<file path="src/rtl/alu_arbiter_pkg.sv">
// Shared constants for the ALU arbiter: datapath width, ALU opcodes and arbiter state encodings.
package alu_arbiter_pkg;

  localparam int WORD_SIZE = 16;
  localparam int NUM_REQ   = 2;

  localparam logic [2:0] ALU_ADD   = 3'd0;
  localparam logic [2:0] ALU_SUB   = 3'd1;
  localparam logic [2:0] ALU_MUL   = 3'd2;
  localparam logic [2:0] ALU_AND   = 3'd3;
  localparam logic [2:0] ALU_OR    = 3'd4;
  localparam logic [2:0] ALU_XOR   = 3'd5;
  localparam logic [2:0] ALU_SLT   = 3'd6;
  localparam logic [2:0] ALU_SHIFT = 3'd7;

  typedef enum logic [1:0] {
    ARB_IDLE = 2'd0,
    ARB_BUSY = 2'd1,
    ARB_DONE = 2'd2
  } arb_state_t;

endpackage

</file>
<file path="src/rtl/alu_arb_pick.sv">
// Combinational two-way grant picker: round-robin by default, fixed priority to
// requester 0 when ALU_ARB_FIXED_PRIO_EN is defined.
module alu_arb_pick (
  input  logic valid0,
  input  logic valid1,
  input  logic last_grant,
  output logic grant_valid,
  output logic grant_id
);

  always_comb begin
    grant_valid = valid0 | valid1;
`ifdef ALU_ARB_FIXED_PRIO_EN
    grant_id = ~valid0 & valid1;
`else
    // On a tie the requester that did not win last time goes first.
    if (valid0 && valid1) begin
      grant_id = ~last_grant;
    end else begin
      grant_id = valid1;
    end
`endif
  end

`ifdef ALU_ARB_FIXED_PRIO_EN
  logic unused_last_grant;
  assign unused_last_grant = last_grant;
`endif

endmodule

</file>
<file path="src/rtl/alu_arbiter.sv">
// Shares one clocked ALU between two valid/ready requesters, one transaction in flight.
// Optional build macro: ALU_ARB_FIXED_PRIO_EN (fixed priority instead of round-robin).
module alu_arbiter
  import alu_arbiter_pkg::*;
#(
  parameter int ALU_LATENCY = 1
) (
  input  logic                 clk,
  input  logic                 reset,
  input  logic                 req0_valid,
  output logic                 req0_ready,
  input  logic [2:0]           req0_op,
  input  logic [WORD_SIZE-1:0] req0_in1,
  input  logic [WORD_SIZE-1:0] req0_in2,
  output logic                 resp0_valid,
  output logic [WORD_SIZE-1:0] resp0_data,
  input  logic                 req1_valid,
  output logic                 req1_ready,
  input  logic [2:0]           req1_op,
  input  logic [WORD_SIZE-1:0] req1_in1,
  input  logic [WORD_SIZE-1:0] req1_in2,
  output logic                 resp1_valid,
  output logic [WORD_SIZE-1:0] resp1_data,
  output logic [2:0]           alu_op,
  output logic [WORD_SIZE-1:0] alu_in1,
  output logic [WORD_SIZE-1:0] alu_in2,
  input  logic [WORD_SIZE-1:0] alu_out
);

  localparam int               CNT_W    = (ALU_LATENCY < 1) ? 1 : $clog2(ALU_LATENCY + 1);
  localparam logic [CNT_W-1:0] CNT_LOAD = CNT_W'(ALU_LATENCY);
  localparam logic [CNT_W-1:0] CNT_LAST = CNT_W'(1);

  arb_state_t           state_reg, state_next;
  logic                 last_grant_reg;
  logic                 grant_id_reg;
  logic [CNT_W-1:0]     cnt_reg;
  logic [2:0]           op_reg;
  logic [WORD_SIZE-1:0] in1_reg, in2_reg;

  logic                 grant_valid, grant_id, accept;
  logic [NUM_REQ-1:0]   req_ready;
  logic [NUM_REQ-1:0]   resp_valid;
  logic [WORD_SIZE-1:0] resp_data [NUM_REQ];

  alu_arb_pick u_pick (
    .valid0      (req0_valid),
    .valid1      (req1_valid),
    .last_grant  (last_grant_reg),
    .grant_valid (grant_valid),
    .grant_id    (grant_id)
  );

  always_ff @(posedge clk or posedge reset) begin
    if (reset) begin
      state_reg <= ARB_IDLE;
    end else begin
      state_reg <= state_next;
    end
  end

  always_comb begin
    state_next = state_reg;
    case (state_reg)
      ARB_IDLE: if (accept) state_next = ARB_BUSY;
      ARB_BUSY: if (cnt_reg == CNT_LAST) state_next = ARB_DONE;
      ARB_DONE: state_next = ARB_IDLE;
      default:  state_next = ARB_IDLE;
    endcase
  end

  // Ready is offered only to the current winner while idle.
  always_comb begin
    accept    = 1'b0;
    req_ready = '0;
    if (state_reg == ARB_IDLE && grant_valid) begin
      accept              = 1'b1;
      req_ready[grant_id] = 1'b1;
    end
  end

  always_ff @(posedge clk or posedge reset) begin
    if (reset) begin
      last_grant_reg <= 1'b1;
      grant_id_reg   <= 1'b0;
      cnt_reg        <= '0;
      op_reg         <= ALU_ADD;
      in1_reg        <= '0;
      in2_reg        <= '0;
    end else if (accept) begin
      last_grant_reg <= grant_id;
      grant_id_reg   <= grant_id;
      cnt_reg        <= CNT_LOAD;
      op_reg         <= grant_id ? req1_op  : req0_op;
      in1_reg        <= grant_id ? req1_in1 : req0_in1;
      in2_reg        <= grant_id ? req1_in2 : req0_in2;
    end else if (state_reg == ARB_BUSY) begin
      cnt_reg <= cnt_reg - CNT_LAST;
    end
  end

  // Each requester owns its response register; only the granted one captures alu_out.
  for (genvar gi = 0; gi < NUM_REQ; gi++) begin : g_resp
    logic                 hit;
    logic                 valid_reg;
    logic [WORD_SIZE-1:0] data_reg;

    assign hit = (state_reg == ARB_DONE) && (grant_id_reg == 1'(gi));

    always_ff @(posedge clk or posedge reset) begin
      if (reset) begin
        valid_reg <= 1'b0;
        data_reg  <= '0;
      end else begin
        valid_reg <= hit;
        if (hit) data_reg <= alu_out;
      end
    end

    assign resp_valid[gi] = valid_reg;
    assign resp_data[gi]  = data_reg;
  end

  assign req0_ready  = req_ready[0];
  assign req1_ready  = req_ready[1];
  assign resp0_valid = resp_valid[0];
  assign resp1_valid = resp_valid[1];
  assign resp0_data  = resp_data[0];
  assign resp1_data  = resp_data[1];
  assign alu_op      = op_reg;
  assign alu_in1     = in1_reg;
  assign alu_in2     = in2_reg;

endmodule

</file>
<file path="config.mk">
export PLATFORM = sky130hd
export DESIGN_NAME = alu_arbiter
export DESIGN_NICKNAME = d
export VERILOG_FILES = /design/src/rtl/alu_arbiter_pkg.sv /design/src/rtl/alu_arb_pick.sv /design/src/rtl/alu_arbiter.sv
export SDC_FILE = /design/constraint.sdc
export NUM_CORES = 1
export LEC_CHECK = 0
export BUFFER_PORTS_ARGS = -buffer_cell sky130_fd_sc_hd__buf_4
export CAP_MARGIN = 20
export CORE_MARGIN = 2
export CORE_UTILIZATION = 48
export CTS_CLUSTER_DIAMETER = 80
export CTS_CLUSTER_SIZE = 10
export DETAILED_ROUTE_END_ITERATION = 6
export PLACE_DENSITY = 0.9
export SLEW_MARGIN = 5
export SYNTH_ARGS = -nofsm -noshare
export SYNTH_HDL_FRONTEND = slang
export SYNTH_SLANG_ARGS = --single-unit
</file>
<file path="constraint.sdc">
create_clock -name clk -period 4.6 [get_ports clk]
set_input_delay 0.69 -clock clk [delete_from_list [all_inputs] [get_ports clk]]
set_output_delay 0.69 -clock clk [all_outputs]
set_load 0.05 [all_outputs]
</file>
Word level (Yosys, flattened, before mapping)
Index checks and enable logic that the tools add are counted.
{"block": "word_totals", "register_bits": 74, "inputBits": 90, "output_inout_bits": 71, "elab_cells": 42}
{"block": "classes", "addsub": 1, "order_cmp": 2, "n_eq_ne": 4, "n_mux": 13, "bitwise": 3, "reduce_logical": 8}
{"cell": "two-way mux 16 bit", "count": 2}
{"cell": "two-way mux 2 bit", "count": 3}
{"cell": "logical AND 1 bit", "count": 5}
{"cell": "two-way mux 1 bit", "count": 5}
{"cell": "!= test 2 bit (second input constant)", "count": 2}
{"cell": "one-hot mux 2 bit (2 select lines)", "count": 1}
{"cell": "two-way mux 3 bit", "count": 1}
{"cell": "equality test 2 x 1 -> 1 bit (second input constant)", "count": 1}
{"cell": "equality test 2 bit (second input constant)", "count": 1}
{"cell": "logical NOT 2 bit", "count": 1}
{"cell": "less-than comparator 1 x 2 -> 1 bit (second input constant)", "count": 1}
{"cell": "NOT 1 bit", "count": 2}
{"cell": "AND reduction 2 bit", "count": 1}
{"cell": "nonzero test 2 bit", "count": 1}
{"cell": "demux 1 bit (select 1 bit)", "count": 1}
{"cell": "greater-or-equal comparator 1 bit (second input constant)", "count": 1}
{"cell": "bitwise OR 1 bit", "count": 1}
{"cell": "subtractor 1 bit (second input constant)", "count": 1}

Depth between registers and ports, before layout
{"block": "depth", "word_depth": 7, "ltp_mapped": 5, "mapped_depth_nobuf": 4}

Cells and area by module
A second synthesis with hierarchy kept.
{"block": "unflattened", "hier_cells": 202, "hier_area_um2": 3191.8}
{"module": "alu_arbiter", "n_inst": 1, "cells_each": 200, "area_per_inst_um2": 3178.0, "seq_area_each_um2": 1853.0}
{"module": "alu_arb_pick", "n_inst": 1, "cells_each": 2, "area_per_inst_um2": 13.8, "seq_area_each_um2": 0.0}

Worst setup path after synthesis
Ideal clock, no wire load.
{"block": "synth_path", "path_kind": "input to output", "start": "input port req1_valid", "end": "output port req0_ready", "t_arrival_ns": 1.317, "required_ns": 3.910, "path_slack_ns": 2.593, "stages": 4, "n_path_buf": 1, "cell_sequence": "nand2b_1 -> nand3_1 -> inv_2 -> buf_2"}
{"block": "synth_via", "elab_chain_cells": 7, "word_cells_on_any_way": 10, "cone_classes": "order compare (2); mux (4); bitwise (1); reduce/logical (3)"}
{"item": "from (decl)", "line": "alu_arbiter.sv:17", "rtl": "input logic req1_valid,"}
{"item": "logical AND 1 bit", "line": "alu_arb_pick.sv:17", "rtl": "if (valid0 && valid1) begin"}
{"item": "two-way mux 1 bit", "line": "alu_arb_pick.sv:17"}
{"item": "less-than comparator 1 x 2 -> 1 bit (implied by the code) / greater-or-equal comparator 1 bit (equally long branches)", "line": "alu_arbiter.sv:78", "rtl": "req_ready[grant_id] = 1'b1;"}
{"item": "logical AND 1 bit (implied by the code)", "line": "alu_arbiter.sv:78"}
{"item": "two-way mux 1 bit (implied by the code)", "line": "alu_arbiter.sv:78"}
{"item": "demux 1 bit (select 1 bit)", "line": "alu_arbiter.sv:78"}
{"item": "two-way mux 2 bit (*)", "line": "alu_arbiter.sv:76", "rtl": "if (state_reg == ARB_IDLE && grant_valid) begin"}
{"item": "to (decl)", "line": "alu_arbiter.sv:11", "rtl": "output logic req0_ready,"}
Mark *: on every way between the ends. The rest lies on a longest branch, timed or not.

Worst setup path in the final report
{"block": "layout_path", "start": "register last_grant_reg", "end": "output port req0_ready"}
{"block": "layout_via", "elab_chain_cells": 7, "word_cells_on_any_way": 8, "cone_classes": "order compare (2); mux (4); bitwise (1); reduce/logical (1)"}
{"item": "from (decl)", "line": "alu_arbiter.sv:35", "rtl": "logic last_grant_reg;"}
{"item": "from (signal assigned)", "line": "alu_arbiter.sv:91", "rtl": "last_grant_reg <= grant_id;"}
{"item": "NOT 1 bit (*)", "line": "alu_arb_pick.sv:18", "rtl": "grant_id = ~last_grant;"}
{"item": "two-way mux 1 bit (*)", "line": "alu_arb_pick.sv:17"}
{"item": "less-than comparator 1 x 2 -> 1 bit (implied by the code) / greater-or-equal comparator 1 bit (equally long branches)", "line": "alu_arbiter.sv:78"}
{"item": "logical AND 1 bit (implied by the code)", "line": "alu_arbiter.sv:78"}
{"item": "two-way mux 1 bit (implied by the code)", "line": "alu_arbiter.sv:78"}
{"item": "demux 1 bit (select 1 bit) (*)", "line": "alu_arbiter.sv:78"}
{"item": "two-way mux 2 bit (*)", "line": "alu_arbiter.sv:76"}
Marks and branches as above.

==> metrics.cfg <==
[yosys]
ys_seq_elements=74
synthMuxAreaShare=0.116
synth_compound_area_frac=0.207
synthAdderAreaFrac=0
synth_area_leaders=dfrtp_1, a221o_1, mux2_2
syn_nets=302
postSynthAreaPerCell_um2=14.6
synth_cells=212
synth_top_family_by_area=compound AO/OA/AOI/OAI gates
synth_top_area_frac=0.590
netlist_area_um2=3100
synth_cell_types=24
ys_seq_area_frac=0.598
synth-simple-area-share=0.0267
ys_warn_count=0
synth_top_cell_by_area=dfrtp_1
synthXorXnorAreaFrac=0

[cts]
ctsLongestPathBuffers=2
postCtsSetupBuffers=0
htreeDepth=3
cts_tree=yes
cts_sinks=74
numCtsBuffers=9
cts.hold.buffers_added=0
cts_resized=0
root_buffer=clkbuf_8
clk_pin_slew_ns=0.08
clk_latency_ns=0.34

[final_layout]
area_growth_pct=44.8
fin_util=0.714
drive_gt1_frac=0.577
nets=461
diodes=0
design_area_um2=4480
finalNonFillerCells=453

[power_and_ir_drop]
p_seq_frac=0.288
p_leak_nw=2.19
peakVddDrop_v=0.000606
swShare=0.487
pwr-share-comb=0.587
p_int_w=0.00207
power_density_nw_per_um2=901
p_sw_w=0.00197
p_clk_frac=0.125

[setup_path]
r2r_cells=4
critPathKind=register to output pin
cp_slowest_cell=dfstp_2
crit_chain=nand2b_1 > nand3_1 > inv_2 > buf_4
r2r_end=alu_op[0]
critPathMaxFanout=36
worstSetupEndpointType=output pin
rrSetupSlack_ns=2.82
worstSetupStartpointType=register
crit_required_ns=3.91
regToRegStartpoint=state_reg[0]
crit_arrival_ns=1.92
slowest_delay_ns=0.54

[timing]
hold_viol_final=0
rsz0062_at_grt=false
max_clock_freq_mhz=384
setup_ws_ns=1.99
finalSetupTns_ns=0
worstMarginPinSlew_ns=0.869
setup_viol=0
skew_ns=0.0123
period_minus_slack_ns=2.61
slew_headroom=0.420
drv_slew=0
finalCritPeriodShare=0.567

[placed_design]
dp_slack_ns=2.08
gp_congestion=0.752
post-dp-hpwl_mm=5.52
dp_cells=437
io_buffers=160
place_area_um2=4280

[grt]
grt_pass1_wl_mm=12.6
track_usage=0.223
grt_pass1_vias=2564
antenna_found_initial=0
gr-total-overflow=0
grt_max_degree=41

[detailed_routing]
via_count=2472
wl_mm=7.71
drc=0
via_per_inst=5.46
first_iter_violations=91
drtPass1Iterations=4
drtAntennaViolNets=0
avgRoutedWirePerCell_um=17.0

[die]
start_util=0.493
fp.dieArea_um2=7110
num_io_pins=161
dieHeight_um=84.3
core-area_um2=6280
die_x_um=84.3
rows=29

[flow_run]
cap_violations=0

[min_path]
hp-class=input pin to async pin

[run_status]
status=complete, no violations

-- synthesized netlist by cell type --
| master | count |
|---|---|
| inv_2 | 1 |
| buf_2 | 7 |
| nor3b_4 | 1 |
| nand3_1 | 1 |
| mux2_2 | 31 |
| dfrtp_1 | 73 |
| mux2_1 | 1 |
| nand2_1 | 1 |
| o22ai_1 | 1 |
| nand2b_1 | 1 |
| and3_1 | 1 |
| a221o_1 | 35 |
| nor2_1 | 3 |
| buf_8 | 3 |
| nor2_2 | 1 |
| or2_1 | 1 |
| nand3b_2 | 1 |
| inv_1 | 3 |
| buf_6 | 5 |
| or2b_1 | 1 |
| dfstp_2 | 1 |
| buf_4 | 1 |
| o21a_1 | 37 |
| a21o_1 | 1 |
-- through the flow --
stage	hold WS, ns	total power, W
floorplan	0.466	0.00290
global placement	0.470	0.00350
detailed placement	0.494	0.00355
CTS	0.505	0.00407
global route	0.529	0.00423
finish	0.477	0.00404
-- routing by layer --
| layer | GRT usage | share of wire |
|---|---|---|
| met2 | 0.362 | 0.49 |
| met5 | 0 | 0 |
| met1 | 0.296 | 0.42 |
| met4 | 0.0777 | 0.019 |
| met3 | 0.0501 | 0.076 |
-- cells by family after synthesis --
family,Yosys count
muxes,32
buffers and inverters,20
DFF,74
AOI/OAI and AO/OA,74
and+or+nand+nor,12
-- final cells by class --
class                           count  area, µm²
Fill cell                         451       1790
Sequential cell                    74       1850
Timing Repair Buffer              164       1230
Multi-Input combinational cell    118       1080
Inverter                            4       15.0
Tap cell                           77       96.3
Clock inverter                      6       66.3
Clock buffer                       10        138
-- worst max-delay path: cells and delay by family (launching register included) --
| kind | cells | cell delay [ns] |
|---|---|---|
| buffers and inverters | 2 | 0.80 |
| AND/OR/NAND/NOR | 2 | 0.23 |
| flip-flops | 1 | 0.54 |
-- how the worst max path moves through the flow --
| stage | start | to | slack, ns | cells past startpoint |
|---|---|---|---|---|
| after floorplan | reset | alu_in1[0] | 2.03 | 1 |
| after global placement | req1_valid | req0_ready | 2.12 | 5 |
| after detailed placement | req1_valid | req0_ready | 2.08 | 5 |
| after CTS | last_grant_reg | req0_ready | 1.97 | 4 |
| after global routing | last_grant_reg | req0_ready | 1.83 | 4 |
| final | last_grant_reg | req0_ready | 1.99 | 4 |
-- power by group through the flow --
stage,Combinational (W),Sequential [W],Clock [W]
global route,0.00247,0.00121,0.000546
detailed placement,0.00238,0.00117,0
CTS,0.00239,0.00116,0.000520
finish,0.00237,0.00116,0.000506
global placement,0.00234,0.00116,0
floorplan,0.000710,0.00219,0
-- cell usage in the layout (no fill, tap or decap), types with 2 or more instances in the layout --
cell	netlist	final
buf_4	1	164
dfrtp_1	73	73
o21a_1	37	37
a221o_1	35	35
mux2_2	31	31
clkbuf_8	0	10
nor2_1	3	3
clkinvlp_4	0	3
inv_2	1	2
inv_1	3	2
Power figures use the tool's default switching activity.
